**config.mk**
```make
export PLATFORM = sky130hd
export DESIGN_NAME = boot_loader
export DESIGN_NICKNAME = d
export VERILOG_FILES = /design/src/rtl/boot_loader.sv
export SDC_FILE = /design/constraint.sdc
export NUM_CORES = 1
export LEC_CHECK = 0
export CORE_AREA = 4 4 98 100
export DETAILED_ROUTE_END_ITERATION = 10
export DIE_AREA = 0 0 102 104
export DONT_BUFFER_PORTS = 1
export PLACE_DENSITY_LB_ADDON = 0.2
export SYNTH_ARGS = -nofsm -noshare
export SYNTH_HDL_FRONTEND = slang
export SYNTH_SLANG_ARGS = --single-unit
export TNS_END_PERCENT = 20
```
**constraint.sdc**
```tcl
create_clock -name clk -period 3.5 [get_ports clk]
set_clock_uncertainty 0.1 [all_clocks]
set_input_delay 0.525 -clock clk [delete_from_list [all_inputs] [get_ports clk]]
set_output_delay 0.525 -clock clk [all_outputs]
set_load 0.1 [all_outputs]
```
**src/rtl/boot_loader.sv**
```systemverilog
// Boot-copy engine: copies the ROM data image into RAM under core reset, then passes core traffic through.
// Optional readback verify of the copied image is compiled in with `define BOOT_VERIFY_EN.
module boot_loader #(
    parameter int AWIDTH     = 14,
    parameter int XLEN       = 32,
    parameter int SRC_BASE   = 'h800,
    parameter int COPY_BYTES = 2**AWIDTH
) (
    input  logic              clk,
    input  logic              rst_n,
    output logic              core_rst_n,
    output logic              done,
    output logic              boot_err,
    input  logic [AWIDTH-1:0] core_inst_addr,
    output logic [XLEN-1:0]   core_inst_data,
    input  logic [AWIDTH-1:0] core_dmem_addr,
    input  logic [XLEN-1:0]   core_dmem_wdata,
    input  logic [2:0]        core_dmem_we,
    output logic [XLEN-1:0]   core_dmem_rdata,
    output logic [AWIDTH-1:0] rom_addr,
    input  logic [XLEN-1:0]   rom_qout,
    output logic [AWIDTH-1:0] ram_addr,
    output logic [XLEN-1:0]   ram_qin,
    output logic [2:0]        ram_we,
    input  logic [XLEN-1:0]   ram_qout
);

    localparam int                IDX_W    = AWIDTH - 2;
    localparam logic [IDX_W-1:0]  LAST_IDX = IDX_W'(COPY_BYTES / 4 - 1);
    localparam logic [AWIDTH-1:0] SRC_ADDR = AWIDTH'(SRC_BASE);
    localparam logic [2:0]        WE_WORD  = 3'b110;

    localparam logic [2:0] ST_COPY   = 3'd0;
    localparam logic [2:0] ST_FLUSH  = 3'd1;
`ifdef BOOT_VERIFY_EN
    localparam logic [2:0] ST_VERIFY = 3'd2;
    localparam logic [2:0] ST_VFLUSH = 3'd3;
`endif
    localparam logic [2:0] ST_DONE   = 3'd4;

    logic [2:0]       state_q, state_d;
    logic [IDX_W-1:0] rd_idx_q, rd_idx_d;
    logic [IDX_W-1:0] wr_idx_q, wr_idx_d;
    logic             wr_vld_q, wr_vld_d;
    logic             done_q, done_d;
`ifdef BOOT_VERIFY_EN
    logic             boot_err_q, boot_err_d;
`endif

    always_ff @(posedge clk) begin
        if (!rst_n) begin
            state_q    <= ST_COPY;
            rd_idx_q   <= '0;
            wr_idx_q   <= '0;
            wr_vld_q   <= 1'b0;
            done_q     <= 1'b0;
`ifdef BOOT_VERIFY_EN
            boot_err_q <= 1'b0;
`endif
        end else begin
            state_q    <= state_d;
            rd_idx_q   <= rd_idx_d;
            wr_idx_q   <= wr_idx_d;
            wr_vld_q   <= wr_vld_d;
            done_q     <= done_d;
`ifdef BOOT_VERIFY_EN
            boot_err_q <= boot_err_d;
`endif
        end
    end

    // wr_vld/wr_idx trail rd_idx by one cycle; in verify they mark the pending compare.
    always_comb begin
        state_d  = state_q;
        rd_idx_d = rd_idx_q;
        wr_idx_d = rd_idx_q;
        wr_vld_d = 1'b0;
        done_d   = done_q;
`ifdef BOOT_VERIFY_EN
        boot_err_d = boot_err_q;
`endif
        case (state_q)
            ST_COPY: begin
                wr_vld_d = 1'b1;
                rd_idx_d = rd_idx_q + 1'b1;
                if (rd_idx_q == LAST_IDX) begin
                    state_d  = ST_FLUSH;
                    rd_idx_d = '0;
                end
            end
            ST_FLUSH: begin
`ifdef BOOT_VERIFY_EN
                state_d = ST_VERIFY;
`else
                state_d = ST_DONE;
                done_d  = 1'b1;
`endif
            end
`ifdef BOOT_VERIFY_EN
            ST_VERIFY: begin
                wr_vld_d = 1'b1;
                rd_idx_d = rd_idx_q + 1'b1;
                if (wr_vld_q && (rom_qout != ram_qout)) begin
                    boot_err_d = 1'b1;
                end
                if (rd_idx_q == LAST_IDX) begin
                    state_d  = ST_VFLUSH;
                    rd_idx_d = '0;
                end
            end
            ST_VFLUSH: begin
                if (wr_vld_q && (rom_qout != ram_qout)) begin
                    boot_err_d = 1'b1;
                end
                state_d = ST_DONE;
                done_d  = 1'b1;
            end
`endif
            default: ;
        endcase
    end

    always_comb begin
        rom_addr = SRC_ADDR + {rd_idx_q, 2'b00};
        ram_addr = {wr_idx_q, 2'b00};
        ram_qin  = rom_qout;
        ram_we   = '0;
        case (state_q)
            ST_COPY, ST_FLUSH: begin
                if (wr_vld_q) begin
                    ram_we = WE_WORD;
                end
            end
`ifdef BOOT_VERIFY_EN
            ST_VERIFY: begin
                ram_addr = {rd_idx_q, 2'b00};
            end
`endif
            ST_DONE: begin
                rom_addr = core_inst_addr;
                ram_addr = core_dmem_addr;
                ram_qin  = core_dmem_wdata;
                ram_we   = core_dmem_we;
            end
            default: ;
        endcase
        // Registers only clear at the edge, so the reset cycle itself is gated here.
        if (!rst_n) begin
            rom_addr = SRC_ADDR;
            ram_we   = '0;
        end
    end

    assign done            = done_q;
    assign core_rst_n      = rst_n & done_q;
    assign core_inst_data  = rom_qout;
    assign core_dmem_rdata = ram_qout;
`ifdef BOOT_VERIFY_EN
    assign boot_err = boot_err_q;
`else
    assign boot_err = 1'b0;
`endif

endmodule
```
== After elaboration in Yosys (flattened, before gate mapping) ==
Index checks and enable logic that the tools add are counted.
Storage, ports and cells
  output and inout bits: 130
  bits in registers: 29
Operators by class
  bitwise gates (word level): 1
  eq/ne operators: 4
  reductions and logical operators: 4
  mux-type cells: 11
  add/subtract/negate cells: 2
Operators with widths (number)
  $mux 14: 3
  $mux 32: 1
  $add 12x14->14 const A: 1
  $add 12x1->12 const B: 1
  $eq 12x12->1 const B: 1
  $mux 12: 1
  $pmux 3 s2: 2
  $mux 3: 3
  $eq 3x1->1 const B: 1
  $eq 3x3->1 const B: 1
  $logic_not 3->1: 1
  $ne 2x2->1 const B: 1
  $reduce_and 2->1: 1
  $reduce_bool 2->1: 1
  $reduce_or 2->1: 1
  $and 1x1->1: 1
  $mux 1: 1

== Logic depth before layout (Yosys ltp) ==
  depth in word-level cells: 4
  mapped depth: 5
  depth with buffers taken out: 5

== Worst setup path before layout ==
OpenSTA, ideal clock, no wires.
  path kind: reg2out
  start point: reg state_q[0]
  end point: out rom_addr[2]
  path slack: -86 ps
  arrival: 2961 ps
  stages on the path, launching flop included: 5
  path buffers: 1
  required time: 2875 ps
  cell sequence: dfxtp_1 nand2b_1 buf_2 nand2_1 a21boi_0
On the way
  longest elaborated chain between the ends: 3
RTL lines
  start, declared: line 41  | logic [2:0] state_q, state_d;
  start signal, assigned: line 61  | state_q <= state_d;
  $eq 3x3->1: line 128  | case (state_q)
  $mux 14: line 128
  $mux 14: line 148  | if (!rst_n) begin
  end, declared: line 20  | output logic [AWIDTH-1:0] rom_addr,
Every way passes these cells.

== Worst setup path after layout ==
  start point: reg state_q[0]
  end point: out rom_addr[3]
The elaborated chain is that of the path after synthesis.

==> results.md <==
* Run status: finished clean
* Final instance area at 0.00252 mm²
* Min Tclk post-route at 3.01 ns
* Internal at 526 µW
* Pins Over Slew Limit at 0
* Nets@finish at 472
* Final setup fails at 0
* Gate power share at 31.1%
* Sw Share at 38.2%
* Dpl cells at 444
* Vias in the first global route at 2002
* Max Fclk at 332 MHz
* Cell Chain, Critical Path: nand2b_2 > buf_4 > nand2_1 > a21boi_2 > buf_4
* DP Area at 0.00245 mm²
* Vias at 2041
* Initial core utilization at 27.6%
* Crit start category: register
* Final WS setup at 0.488 ns
* Yosys top cell by area: nand2_1
* Synthesized-area fraction occupied by adder cells at 1.04%
* Complex-gate fraction of the synthesized area at 6.01%
* Largest family of logic cells by synthesized area: simple AND/OR/NAND/NOR gates
* ANT cells at 0
* Die area at 0.0106 mm²
* Largest stage delay on the critical path at 0.61 ns
* Avg WL per Cell at 16.9 µm
* Commonest non-fill, non-tap cell in the layout: nand2_1
* CTS H-tree lvls at 1
* Core area at 0.00868 mm²
* Seq cells post-synth at 28
* CP bufs+invs at 2
* Period utilisation layout at 86.1%
* GPL Wtd Cong at 0.758
* RSZ-0062 raised after global routing: false
* Crit Path Category: reg -> out
* CP top delay family: simple AND/OR/NAND/NOR gates
* Post-Synth XOR/XNOR Area at 4.39%
* Sequential share of the synthesized area at 23.4%
* Root buffer cell: clkbuf_8
* Max_cap viols at 0
* Area Growth Syn to Fin at 5.43%
* Flop pwr share at 38.8%
* Hold Vio Cnt, Final at 0
* Syn Nets at 492
* Synth unique cells at 34
* Grt total ovfl at 0
* Port bufs at 0
* Fraction of layout cells with a size suffix above 1 at 25.0%
* Tightest Pin Transition at 0.903 ns
* Hold Path Class: in -> reg
* Total wire length at 7.57 mm
* Slew HR at 39.7%
* Drt pass-1 iters at 4
* Post-CTS resize count at 0
* Psw at 325 µW
* Pre-CTS setup slack at 0.780 ns
* Die width at 102 µm
* Max VDD drop at 0.155 mV
* Antenna-violating nets left at 0
* Fillers at 968
* Std cell rows at 34
* Clock Tree Buf Depth at 2
* Mapped cell area at 0.00239 mm²
* Crit path max-delay cell type: nand2b_2
* Clk_lat worst skew at 0.27 ns
* Crit end category: primary output
* # DRC at 0
* Clk slew on worst S/H paths at 0.10 ns
* Die height at 104 µm
* # Post-CTS Setup Buffers at 0
* Worst endpoint required time at 2.87 ns
* CTS tree: yes
* # IOs at 259
* Power share of the clock group at 30.1%
* CP most frequent cell: buf_4
* Pwr/cell area at 337 mW/mm²
* Finished Layout Cells at 448
* Starting DRT DRC Count at 109
* Initial antenna violation count at 1
* Avg Cell Area, Syn at 6.63 µm²
* Vias per Instance at 4.56
* Yosys warns at 0
* Largest net degree at the start of global routing at 46
* TritonCTS sink count at 28
* Synth top area share at 25.4%
* Syn Inst Count at 361
* All-Layer GR Usage at 12.9%
* Crit path DAT at 2.39 ns
* CTS hold repair buffers at 0
* Most frequent cells in the layout: nand2_1, buf_4, dfxtp_1
* Leak at 1.24 nW
* Multiplexer area fraction after synthesis at 0%
* Post-Synth Simple-Gate Area at 40.4%
* First-pass GRT wire length at 11.0 mm
* Synth top area cells: nand2_1, dfxtp_1, buf_4, and2_1, a21boi_1
* Worst-path fanout max at 31
* Post-DP HPWL at 6.31 mm
* Cts bufs inserted at 3
-- flip-flops by register name, indices dropped and copies added, names as in the netlist --
register  count
rd_idx_q     12
wr_idx_q     12
state_q       2
done          1
wr_vld_q      1
-- power by group through the flow --
stage / combinational [mW] / clock [mW] / sequential (mW)
floorplan: 0.572 / 0 / 0.334
global placement: 0.266 / 0 / 0.338
detailed placement: 0.266 / 0 / 0.338
CTS: 0.266 / 0.264 / 0.330
global route: 0.274 / 0.274 / 0.331
finish: 0.265 / 0.256 / 0.330
-- cells in the mapped netlist --
cell type and number:
xor2_1 4, clkbuf_2 1, nor2b_1 3, o21a_1 1, nand2b_1 3, o21ai_4 1, o211a_1 1, clkbuf_1 3
ha_1 2, buf_4 69, nand2_1 162, o211ai_1 1, nand4bb_1 1, dfxtp_1 28, inv_1 1, nand4_1 2
a21boi_1 10, and3_2 1, and2_1 19, nand3_1 5, and4_4 2, o21ai_0 1, and4bb_2 1, conb_1 1
nor3_1 1, nor2_1 8, a21boi_0 3, nand4_4 1, xnor2_1 8, and3_1 4, buf_2 10, nor2_4 1
and2_2 1, nand4_2 1
-- logic make-up (layout without fill, tap and decap cells) --
group / Yosys count / count (layout)
other: 1 / 1
buffers and inverters: 84 / 63
adders and majority gates: 2 / 2
and+or+nand+nor: 216 / 216
xor gates and xnor gates: 12 / 12
DFF: 28 / 28
AOI/OAI and AO/OA: 18 / 18
-- path summary, 6_finish.rpt --
check | from | endpoint | slack [ns] | cells past startpoint
max | state_q[0]$_SDFFE_PN0P_ | rom_addr[3] | 0.49 | 5
min | rst_n | rd_idx_q[10]$_SDFFE_PN0N_ | 0.27 | 1
max reg2reg | rd_idx_q[0]$_SDFFE_PN0N_ | rd_idx_q[3]$_SDFFE_PN0N_ | 1.85 | 5
min reg2reg | rd_idx_q[8]$_SDFFE_PN0N_ | wr_idx_q[8]$_SDFF_PN0_ | 0.44 | 1
-- per-stage QoR --
stage | hold slack, ns | util, % | power (mW) | setup TNS (ns)
6_report | 0.270 | 29.1 | 0.851 | 0
3_5_place_dp | 0.428 | 28.3 | 0.604 | 0
2_1_floorplan | 0.362 | - | 0.906 | -0.155
4_1_cts | 0.265 | 29.1 | 0.861 | 0
3_3_place_gp | 0.426 | 28.3 | 0.603 | 0
5_1_grt | 0.260 | 29.1 | 0.879 | 0
-- area by class of cell --
| class | instances | area (µm²) | area share, % |
|---|---|---|---|
| timing repair buffer | 58 | 453 | 17.9 |
| clock buffer | 3 | 41.3 | 1.64 |
| inverter | 1 | 3.75 | 0.149 |
| sequential | 28 | 561 | 22.2 |
| clock inverter | 1 | 30.0 | 1.19 |
| tap | 108 | 135 | 5.35 |
| multi-input combinational | 249 | 1300 | 51.5 |
-- layer usage --
metal	up-vias	track usage, %	wire length, µm
met5	-	0	13
li1	1009	-	-
met4	2	1.12	19
met1	921	15.7	2940
met3	4	3.29	773
met2	105	23.3	3820
-- worst reg2reg max path, delay by kind of cell (launching register included) --
| family | cells | cell delay, ns |
|---|---|---|
| compound gates | 1 | 0.26 |
| fa+ha+maj | 1 | 0.23 |
| flops | 1 | 0.46 |
| simple gates | 3 | 0.49 |
Power figures use the tool's default switching activity.
==> variant (same settings) <==
Add a define of `BOOT_VERIFY_EN`.
--- a/src/rtl/boot_loader.sv
+++ b/src/rtl/boot_loader.sv
@@ -1,5 +1,7 @@
 // Boot-copy engine: copies the ROM data image into RAM under core reset, then passes core traffic through.
 // Optional readback verify of the copied image is compiled in with `define BOOT_VERIFY_EN.
+`define BOOT_VERIFY_EN
+
 module boot_loader #(
     parameter int AWIDTH     = 14,
     parameter int XLEN       = 32,
Check against the original RTL: same outputs for any inputs over 10 cycles, from zero or initial values and one cycle with rst_n low; that may be too few to reach the edited logic, so the function may still have changed.
==> variant against the original RTL <==
Sequential cell count grew 2. Sequential share of layout area shrank 2.6 points. Sequential power grew 7.6%. Power grew 15%. Utilization grew 6.2 points. Final cell count grew 17%. Non-clock buffer count grew 9. First-iteration DRC count grew 58%. Design area grew 21%. Setup slack lost 0.078 ns. Area after synthesis grew 19%. Worst hold slack lost 0.017 ns. Critical path type unchanged. Largest cell class unchanged. Routed wire length grew 32%.
==> variant: results (changes against the original RTL) <==
| Metric | Value |
|---|---|
| Slew headroom | 0.334 (was 0.397) |
| VDD IR max | 0.131 mV (was 0.155 mV) |
| H-tree levels | 2 (was 1) |
| Fraction of layout instances using a drive strength above 1 | 0.224 (was 0.250) |
| Layout fillers | 948 (was 968) |
| First-pass GRT wire length | 14600 µm (was 11000 µm) |
| Met2 Use GR | 0.295 (was 0.233) |
| Antenna violations before repair | 1 (unchanged) |
| Critical Path AT | 2.47 ns (was 2.39 ns) |
| Met1 WL | 3840 µm (was 2940 µm) |
| Num CTS Buffers | 5 (was 3) |
| Met2 routed WL | 4760 µm (was 3820 µm) |
| Leak | 1.45 nW (was 1.24 nW) |
| Clock Latency Late Sink | 0.28 ns |
| Post-synthesis mux area share | 0 (unchanged) |
| DPL Wire Length | 8310 µm (was 6310 µm) |
| Post-Syn Nets | 559 (was 492) |
| Synth cell count leaders | 136 x nand2_1, 65 x buf_4, 38 x xor2_1 (was 162 x nand2_1, 69 x buf_4, 28 x dfxtp_1) |
| Drt initial violations | 172 (was 109) |
| DR WL/cell | 19.1 µm (was 16.9 µm) |
| Worst path max stage delay | 0.57 ns (was 0.61 ns) |
| Largest net degree at the start of global routing | 45 (was 46) |
| Port-buffer cells | 0 (unchanged) |
| All-Layer GR Usage | 0.177 (was 0.129) |
| Post-CTS setup buffers | 0 (unchanged) |
| Drt pass-1 iters | 4 (unchanged) |
| Hold crit path type | in2reg (unchanged) |
| Metal3 WL | 1300 µm (was 773 µm) |
| Status | complete, no violations (unchanged) |
| Cts repair resizes | 0 (unchanged) |
| Synth cell types | 37 (was 34) |
| Ys async rst share | 0 (unchanged) |
| Post-synthesis sequential area ratio | 0.211 (was 0.234) |
| Top cells by area in the synthesized netlist | dfxtp_1 21%, nand2_1 18%, buf_4 17% (was nand2_1 25%, dfxtp_1 23%, buf_4 22%) |
| Vias in the first global route | 2622 (was 2002) |
| Adder-cell share of the synthesized area | 0.00877 (was 0.0104) |
| Via density | 5.08 (was 4.56) |
| GP Congestion | 0.849 (was 0.758) |
| Met3 Use GR | 0.0973 (was 0.0329) |
| Slew Viols, Final | 0 (unchanged) |
| Crit-path max FO | 14 (was 31) |
| Xor/xnor share of the synthesized area | 0.132 (was 0.0439) |
| Nets@finish | 546 (was 472) |
| Registers with the most flip-flops | rd_idx_q x12, wr_idx_q x12, state_q x3 (was rd_idx_q x12, wr_idx_q x12, state_q x2) |
| Longest Clk Path Bufs | 2 (unchanged) |
| Reg clk slew, reported paths | 0.07 ns (was 0.10 ns) |
| Critical path's top delay family | simple AND/OR/NAND/NOR gates (unchanged) |
| Compound-Gate Fraction of Synth Area | 0.0882 (was 0.0601) |
| Crit-path slowest cell | nor2_1 (was nand2b_2) |
| Main synth FF type | dfxtp_1 (unchanged) |
| GR Layer Usage met1 | 0.203 (was 0.157) |
## variant: cell count changes after synthesis, sizes merged, moves of 5 or more
cell,before,now
o21ai,2,15
nand2,162,136
nor4,0,8
nor2,9,32
xor2,4,38
a22oi,0,11
a21oi,0,5
a21boi,13,4
## variant: worst reg2reg max path: stages (launching register included)
cell	delay [ns]
dfxtp_1	0.50
ha_1	0.24
nand4_1	0.13
nor3_1	0.40
nand4_1	0.20
nand2_1	0.25
nor2_1	0.08
## variant: final timing paths
| kind | from | end | slack [ns] | cells after the start |
|---|---|---|---|---|
| hold / removal | rst_n | boot_err | 0.25 | 2 |
| setup / recovery | state_q[2] | ram_addr[9] | 0.41 | 6 |
| hold reg to reg | rd_idx_q[1] | wr_idx_q[1] | 0.46 | 1 |
| setup reg to reg | rd_idx_q[0] | rd_idx_q[2] | 1.47 | 6 |
## variant: area by class of cell
class,count,area share
Clock buffer,8,0.0359
Timing Repair Buffer,67,0.170
Multi-Input combinational cell,308,0.551
Inverter,3,0.00367
Sequential cell,30,0.196
Tap cell,108,0.0441
## variant: where the power goes
group,switching (mW),internal (mW),total [mW]
registers,0.00755,0.347,0.355
clock network,0.132,0.198,0.330
logic,0.228,0.0666,0.294
total,0.367,0.612,0.979
## variant: through the flow
stage	instance area [µm²]	hold WS, ns	std cells	power, mW	worst slack, ns
floorplan	2850	0.388	428	0.950	0.456
global placement	2960	0.457	516	0.657	0.777
detailed placement	2960	0.464	516	0.658	0.736
CTS	3070	0.249	524	0.989	0.415
global route	3070	0.251	524	1.02	0.132
finish	3070	0.253	524	0.979	0.410
## variant: logic make-up (layout without fill, tap and decap cells)
group,count (synthesis),in the layout
AO/OA/AOI/OAI,40,40
flip-flops,30,30
XOR/XNOR,43,43
buffers and inverters,90,78
adder cells (fa/ha/maj),2,2
AND/OR/NAND/NOR,223,223
